### config.mk
export PLATFORM = sky130hd
export DESIGN_NAME = gaussian_filter_3x3_flat
export DESIGN_NICKNAME = d
export VERILOG_FILES = /design/src/rtl/gaussian_filter_3x3_if.sv /design/src/rtl/gaussian_filter_3x3.sv /design/src/flat_wrapper.sv
export SDC_FILE = /design/constraint.sdc
export NUM_CORES = 1
export LEC_CHECK = 0
export ABC_AREA = 1
export BUFFER_PORTS_ARGS = -buffer_cell sky130_fd_sc_hd__buf_2
export CORE_MARGIN = 10
export CORE_UTILIZATION = 55
export DETAILED_ROUTE_END_ITERATION = 12
export GPL_ROUTABILITY_DRIVEN = 0
export GPL_TIMING_DRIVEN = 0
export PLACE_DENSITY = 0.89
export SETUP_SLACK_MARGIN = 0.15
export SYNTH_ARGS = -nofsm -noshare
export SYNTH_HDL_FRONTEND = slang
export SYNTH_SLANG_ARGS = --single-unit
### constraint.sdc
create_clock -name video_clk -period 2.8 [get_ports video_clk]
set_input_delay 0.56 -clock video_clk [delete_from_list [all_inputs] [get_ports video_clk]]
set_output_delay 0.56 -clock video_clk [all_outputs]
set_load 0.02 [all_outputs]
### src/rtl/gaussian_filter_3x3_if.sv
// Window-in / filtered-pixel-out bundle for the 3x3 Gaussian filter.
// The master side owns the window and syncs; the slave side is the filter.
interface gaussian_filter_3x3_if;
    logic       matrix_de;
    logic       matrix_vs;
    logic       matrix_hs;
    logic [7:0] matrix11;
    logic [7:0] matrix12;
    logic [7:0] matrix13;
    logic [7:0] matrix21;
    logic [7:0] matrix22;
    logic [7:0] matrix23;
    logic [7:0] matrix31;
    logic [7:0] matrix32;
    logic [7:0] matrix33;
    logic       post_de;
    logic       post_vs;
    logic       post_hs;
    logic [7:0] post_data;

    modport master (
        output matrix_de, matrix_vs, matrix_hs,
        output matrix11, matrix12, matrix13,
        output matrix21, matrix22, matrix23,
        output matrix31, matrix32, matrix33,
        input  post_de, post_vs, post_hs, post_data
    );

    modport slave (
        input  matrix_de, matrix_vs, matrix_hs,
        input  matrix11, matrix12, matrix13,
        input  matrix21, matrix22, matrix23,
        input  matrix31, matrix32, matrix33,
        output post_de, post_vs, post_hs, post_data
    );
endinterface

### src/rtl/gaussian_filter_3x3.sv
// 3x3 Gaussian smoothing ([1 2 1; 2 4 2; 1 2 1] / 16) over a pre-built window.
// Three-stage pipeline; frame-border pixels pass the centre pixel through unfiltered.
module gaussian_filter_3x3 #(
    parameter logic [10:0] IMG_WIDTH  = 11'd1920,
    parameter logic [10:0] IMG_HEIGHT = 11'd1080
) (
    input  logic                        video_clk,
    input  logic                        rst_n,
    gaussian_filter_3x3_if.slave        vid
);
    localparam logic [11:0] X_LAST = {1'b0, IMG_WIDTH} - 12'd1;
    localparam logic [11:0] Y_LAST = {1'b0, IMG_HEIGHT} - 12'd1;

    logic [11:0] x_cnt;
    logic [11:0] y_cnt;
    logic [9:0]  row1;
    logic [9:0]  row2;
    logic [9:0]  row3;
    logic [11:0] total;
    logic [11:0] rounded;
    logic [7:0]  center1;
    logic [7:0]  center2;
    logic        border1;
    logic        border2;
    logic [1:0]  de_d;
    logic [1:0]  vs_d;
    logic [1:0]  hs_d;
    logic        border_now;
    logic        de_fall;
    logic        vs_rise;

    function automatic logic [9:0] row_sum(input logic [7:0] a, input logic [7:0] b,
                                           input logic [7:0] c);
        return {2'b00, a} + {1'b0, b, 1'b0} + {2'b00, c};
    endfunction

    // Stage-1 sync registers double as the edge detectors for de and vs.
    always_comb begin
        border_now = (x_cnt == 12'd0) || (x_cnt == X_LAST) ||
                     (y_cnt == 12'd0) || (y_cnt == Y_LAST);
        de_fall    = de_d[0] & ~vid.matrix_de;
        vs_rise    = vid.matrix_vs & ~vs_d[0];
        rounded    = total + 12'd8;
    end

    always_ff @(posedge video_clk) begin
        if (!rst_n) begin
            x_cnt <= '0;
            y_cnt <= '0;
        end else if (vs_rise) begin
            x_cnt <= '0;
            y_cnt <= '0;
        end else if (de_fall) begin
            x_cnt <= '0;
            y_cnt <= (y_cnt >= Y_LAST) ? 12'd0 : y_cnt + 12'd1;
        end else if (vid.matrix_de && (x_cnt < X_LAST)) begin
            x_cnt <= x_cnt + 12'd1;
        end
    end

    always_ff @(posedge video_clk) begin
        if (!rst_n) begin
            row1          <= '0;
            row2          <= '0;
            row3          <= '0;
            total         <= '0;
            center1       <= '0;
            center2       <= '0;
            border1       <= 1'b0;
            border2       <= 1'b0;
            de_d          <= '0;
            vs_d          <= '0;
            hs_d          <= '0;
            vid.post_de   <= 1'b0;
            vid.post_vs   <= 1'b0;
            vid.post_hs   <= 1'b0;
            vid.post_data <= '0;
        end else begin
            row1    <= row_sum(vid.matrix11, vid.matrix12, vid.matrix13);
            row2    <= row_sum(vid.matrix21, vid.matrix22, vid.matrix23);
            row3    <= row_sum(vid.matrix31, vid.matrix32, vid.matrix33);
            center1 <= vid.matrix22;
            border1 <= border_now;

            total   <= {2'b00, row1} + {1'b0, row2, 1'b0} + {2'b00, row3};
            center2 <= center1;
            border2 <= border1;

            de_d <= {de_d[0], vid.matrix_de};
            vs_d <= {vs_d[0], vid.matrix_vs};
            hs_d <= {hs_d[0], vid.matrix_hs};

            vid.post_de <= de_d[1];
            vid.post_vs <= vs_d[1];
            vid.post_hs <= hs_d[1];
            if (!de_d[1])
                vid.post_data <= 8'd0;
            else if (border2)
                vid.post_data <= center2;
            else
                vid.post_data <= rounded[11:4];
        end
    end
endmodule
### src/flat_wrapper.sv
// flat-port wrapper written by rule: the top's interface ports become plain ports
module gaussian_filter_3x3_flat 
#(
    parameter logic [10:0] IMG_WIDTH  = 11'd1920,
    parameter logic [10:0] IMG_HEIGHT = 11'd1080
)
  (video_clk, rst_n, vid_matrix_de, vid_matrix_vs, vid_matrix_hs, vid_matrix11, vid_matrix12, vid_matrix13, vid_matrix21, vid_matrix22, vid_matrix23, vid_matrix31, vid_matrix32, vid_matrix33, vid_post_de, vid_post_vs, vid_post_hs, vid_post_data);
  gaussian_filter_3x3_if vid_i ();
  input  logic video_clk;
  input  logic rst_n;
  input wire logic [$bits(vid_i.matrix_de)-1:0] vid_matrix_de;
  input wire logic [$bits(vid_i.matrix_vs)-1:0] vid_matrix_vs;
  input wire logic [$bits(vid_i.matrix_hs)-1:0] vid_matrix_hs;
  input wire logic [$bits(vid_i.matrix11)-1:0] vid_matrix11;
  input wire logic [$bits(vid_i.matrix12)-1:0] vid_matrix12;
  input wire logic [$bits(vid_i.matrix13)-1:0] vid_matrix13;
  input wire logic [$bits(vid_i.matrix21)-1:0] vid_matrix21;
  input wire logic [$bits(vid_i.matrix22)-1:0] vid_matrix22;
  input wire logic [$bits(vid_i.matrix23)-1:0] vid_matrix23;
  input wire logic [$bits(vid_i.matrix31)-1:0] vid_matrix31;
  input wire logic [$bits(vid_i.matrix32)-1:0] vid_matrix32;
  input wire logic [$bits(vid_i.matrix33)-1:0] vid_matrix33;
  output wire logic [$bits(vid_i.post_de)-1:0] vid_post_de;
  output wire logic [$bits(vid_i.post_vs)-1:0] vid_post_vs;
  output wire logic [$bits(vid_i.post_hs)-1:0] vid_post_hs;
  output wire logic [$bits(vid_i.post_data)-1:0] vid_post_data;
  assign vid_i.matrix_de = vid_matrix_de;
  assign vid_i.matrix_vs = vid_matrix_vs;
  assign vid_i.matrix_hs = vid_matrix_hs;
  assign vid_i.matrix11 = vid_matrix11;
  assign vid_i.matrix12 = vid_matrix12;
  assign vid_i.matrix13 = vid_matrix13;
  assign vid_i.matrix21 = vid_matrix21;
  assign vid_i.matrix22 = vid_matrix22;
  assign vid_i.matrix23 = vid_matrix23;
  assign vid_i.matrix31 = vid_matrix31;
  assign vid_i.matrix32 = vid_matrix32;
  assign vid_i.matrix33 = vid_matrix33;
  assign vid_post_de = vid_i.post_de;
  assign vid_post_vs = vid_i.post_vs;
  assign vid_post_hs = vid_i.post_hs;
  assign vid_post_data = vid_i.post_data;
  gaussian_filter_3x3 #(.IMG_WIDTH(IMG_WIDTH), .IMG_HEIGHT(IMG_HEIGHT)) u_core (.video_clk(video_clk), .rst_n(rst_n), .vid(vid_i));
endmodule
==> metrics <==
antenna viol nets, final=0; min Tclk post-route=2.16 ns; synth unique cells=32; number of gates resized after CTS=0; level count of the clock H-tree=3; Main synth FF type=dfxtp_1; I/O pin count=88; CTS root buffer=clkbuf_8; CTS buffer count=9; crit share post-route=0.771; Worst Skew=a little over 0.02 ns; CTS clk-pin slew, worst paths=0.09 ns; Setup Fix Bufs, Post-CTS=0; hold crit path type=primary input to flop; site row count=36; Max-Cap Viols=0; Worst Path Required=3.06 ns; nets=969; syn nets=around 870; Worst-Skew Late Latency=0.37 ns; final hold violation count=0; gr usage total=0.173; CP startpoint kind=primary input; Die Area=~15,000 um2; Post-synth EDFFs=0; die height=121 um; DR iter-0 viols=a little over 400; TritonCTS clock tree=built; pin count of the biggest net entering global routing=20; final setup fails=0; synthesized instance count=720; first-pass GRT wire length=21.1 mm; post-synth top area share=0.352; RSZ-0062 raised after global routing=no; LEAKAGE=3.32 nW; Clock Tree Buf Depth=2; Avg WL per Cell=12.8 um; # diodes=0; CP Max Fanout=4; vias in the first global route=4,777; f_max=~460 MHz; post-synthesis register bit count=between 90 and 100; First-pass DRT Iterations=5; GRT overflow=0; top post-synthesis cells by area=dfxtp_1, fa_1, nand2_1, ha_1, inv_1; crit path kind=primary input to flop; most frequent cell after synthesis=nand2_1; fill count=832; syn avg cell area=7.73 um2; Total Neg Setup Slack=0 ns; # clock sinks=98; CP cell instances=buf_2 -> inv_1 -> fa_1 -> inv_1 -> ha_1 -> fa_1 -> nand4_1 -> nand3_1 -> o21ai_0 -> a21oi_1; Buffers on Ports=87; worst rel slew slack=0.600; Yosys top cell by area=dfxtp_1; Crit path largest cell delay=0.49 ns; Seq/Total Area, Yosys=0.352; Warnings, synthesis=0; WP data arrival=2.41 ns; Crit-path slowest cell=fa_1; share of post-route cells with drive strength above 1=0.147; Async S/R FF share, synth=0; status=finished clean; drt drc=0; chip width=121 um; hold buffers post-CTS=0; final WL=approximately 12 mm; DR vias=4,887; via/cell ratio=just over 5; Layout area overhead=14.7%; Final Max Tran Viols=0; Initial Util=0.567; initial antenna violation count=0; core footprint=9820 um2; Synth Cell Area=around 5600 um2; post-DP HPWL=9.79 mm; total power=3.91 mW; Synth top cells by count=nand2_1, inv_1, dfxtp_1; actual slew at the worst max-slew pin=0.601 ns; Setup crit end kind=flop; maximum vdd ir drop=~0.5 mV; PwrDens=613 nW/um2
-- sequential cells by signal (all words and copies together) (netlist names) --
register,flops
u_core.x_cnt,12
u_core.row2,10
u_core.vid.post_de,1
u_core.vid.post_data,8
u_core.total,9
u_core.vs_d,2
u_core.hs_d,2
u_core.center2,8
u_core.row1,10
u_core.center1,8
u_core.row3,10
u_core.de_d,2
u_core.border1,1
u_core.y_cnt,12
u_core.vid.post_vs,1
u_core.border2,1
u_core.vid.post_hs,1
-- logic make-up (layout without fill, tap and decap cells) --
| family | count (synthesis) | count (layout) | synth area share |
|---|---|---|---|
| XOR/XNOR | 8 | 8 | 0.0126 |
| flip-flops | 98 | 98 | 0.352 |
| AO/OA/AOI/OAI | 110 | 110 | 0.106 |
| adder cells (fa/ha/maj) | 74 | 74 | 0.211 |
| buffers and inverters | 133 | 236 | 0.0924 |
| AND/OR/NAND/NOR | 297 | 297 | 0.226 |
-- critical path: cells and delay by family --
family,cells,cell delay [ns]
buffers and inverters,3,0.22
adder cells (fa/ha/maj),3,1.15
AO/OA/AOI/OAI,2,0.23
AND/OR/NAND/NOR,2,0.25
-- cell usage in the layout (no fill, tap or decap), types with 2 or more instances in the layout --
master and instances:
nand2_1 156, inv_1 121, dfxtp_1 98, buf_2 90, nor2_1 62, a21oi_1 58
nand3_1 42, ha_1 41, o21ai_0 34, fa_1 33, nand4_1 15, nor3_1 11
clkbuf_8 9, xor2_1 8, clkbuf_1 4, o21bai_1 3, o21a_1 3, a31oi_1 3
or2_2 3, a21oi_2 3, inv_6 3, inv_2 2, nor3b_1 2, nand2_2 2
o21ai_1 2, and3_1 2, nor3_2 2
-- final timing paths --
kind | startpoint | to | slack (ns) | cells after the start
setup / recovery | vid_matrix22[0] | u_core.row2[7] | 0.64 | 10
hold / removal | vid_matrix_hs | u_core.hs_d[0] | 0.37 | 3
setup reg to reg | u_core.row3[5] | u_core.total[10] | 0.74 | 9
hold reg to reg | u_core.vs_d[1] | u_core.vid.post_vs | 0.40 | 2
-- where the power goes --
part / switching [mW] / internal (mW) / leakage, nW
Clock: 0.524 / 0.436 / 0.106
Combinational: 0.813 / 0.504 / 2.41
Sequential: 0.0893 / 1.55 / 0.807
-- per-stage QoR --
step	setup WS, ns	cell area (um2)	hold slack (ns)	instances	util
3_3_place_gp	0.280	6170	0.393	940	0.628
2_1_floorplan	0.510	5570	0.390	720	-
6_report	0.642	6380	0.375	956	0.650
3_5_place_dp	0.282	6170	0.399	940	0.628
4_1_cts	0.668	6380	0.368	956	0.650
5_1_grt	0.560	6380	0.381	956	0.650
-- per-layer routing --
metal	up-vias	GRT usage	part of all wire
li1	2490	-	-
met1	2185	0.204	0.42
met2	183	0.298	0.49
met3	29	0.0414	0.062
met4	0	0.0618	0.029
met5	-	0	0
-- cell type report --
class                      instances  area (um2)  area share
multi-input combinational        489        3090       0.484
buffer                             9        48.8     0.00764
clock buffer                       9         124      0.0194
inverter                         124         465      0.0729
clock inverter                     7        91.3      0.0143
tap                              133         166      0.0261
sequential                        98        1960       0.307
timing repair buffer              87         435      0.0682
Power figures use the tool's default switching activity.
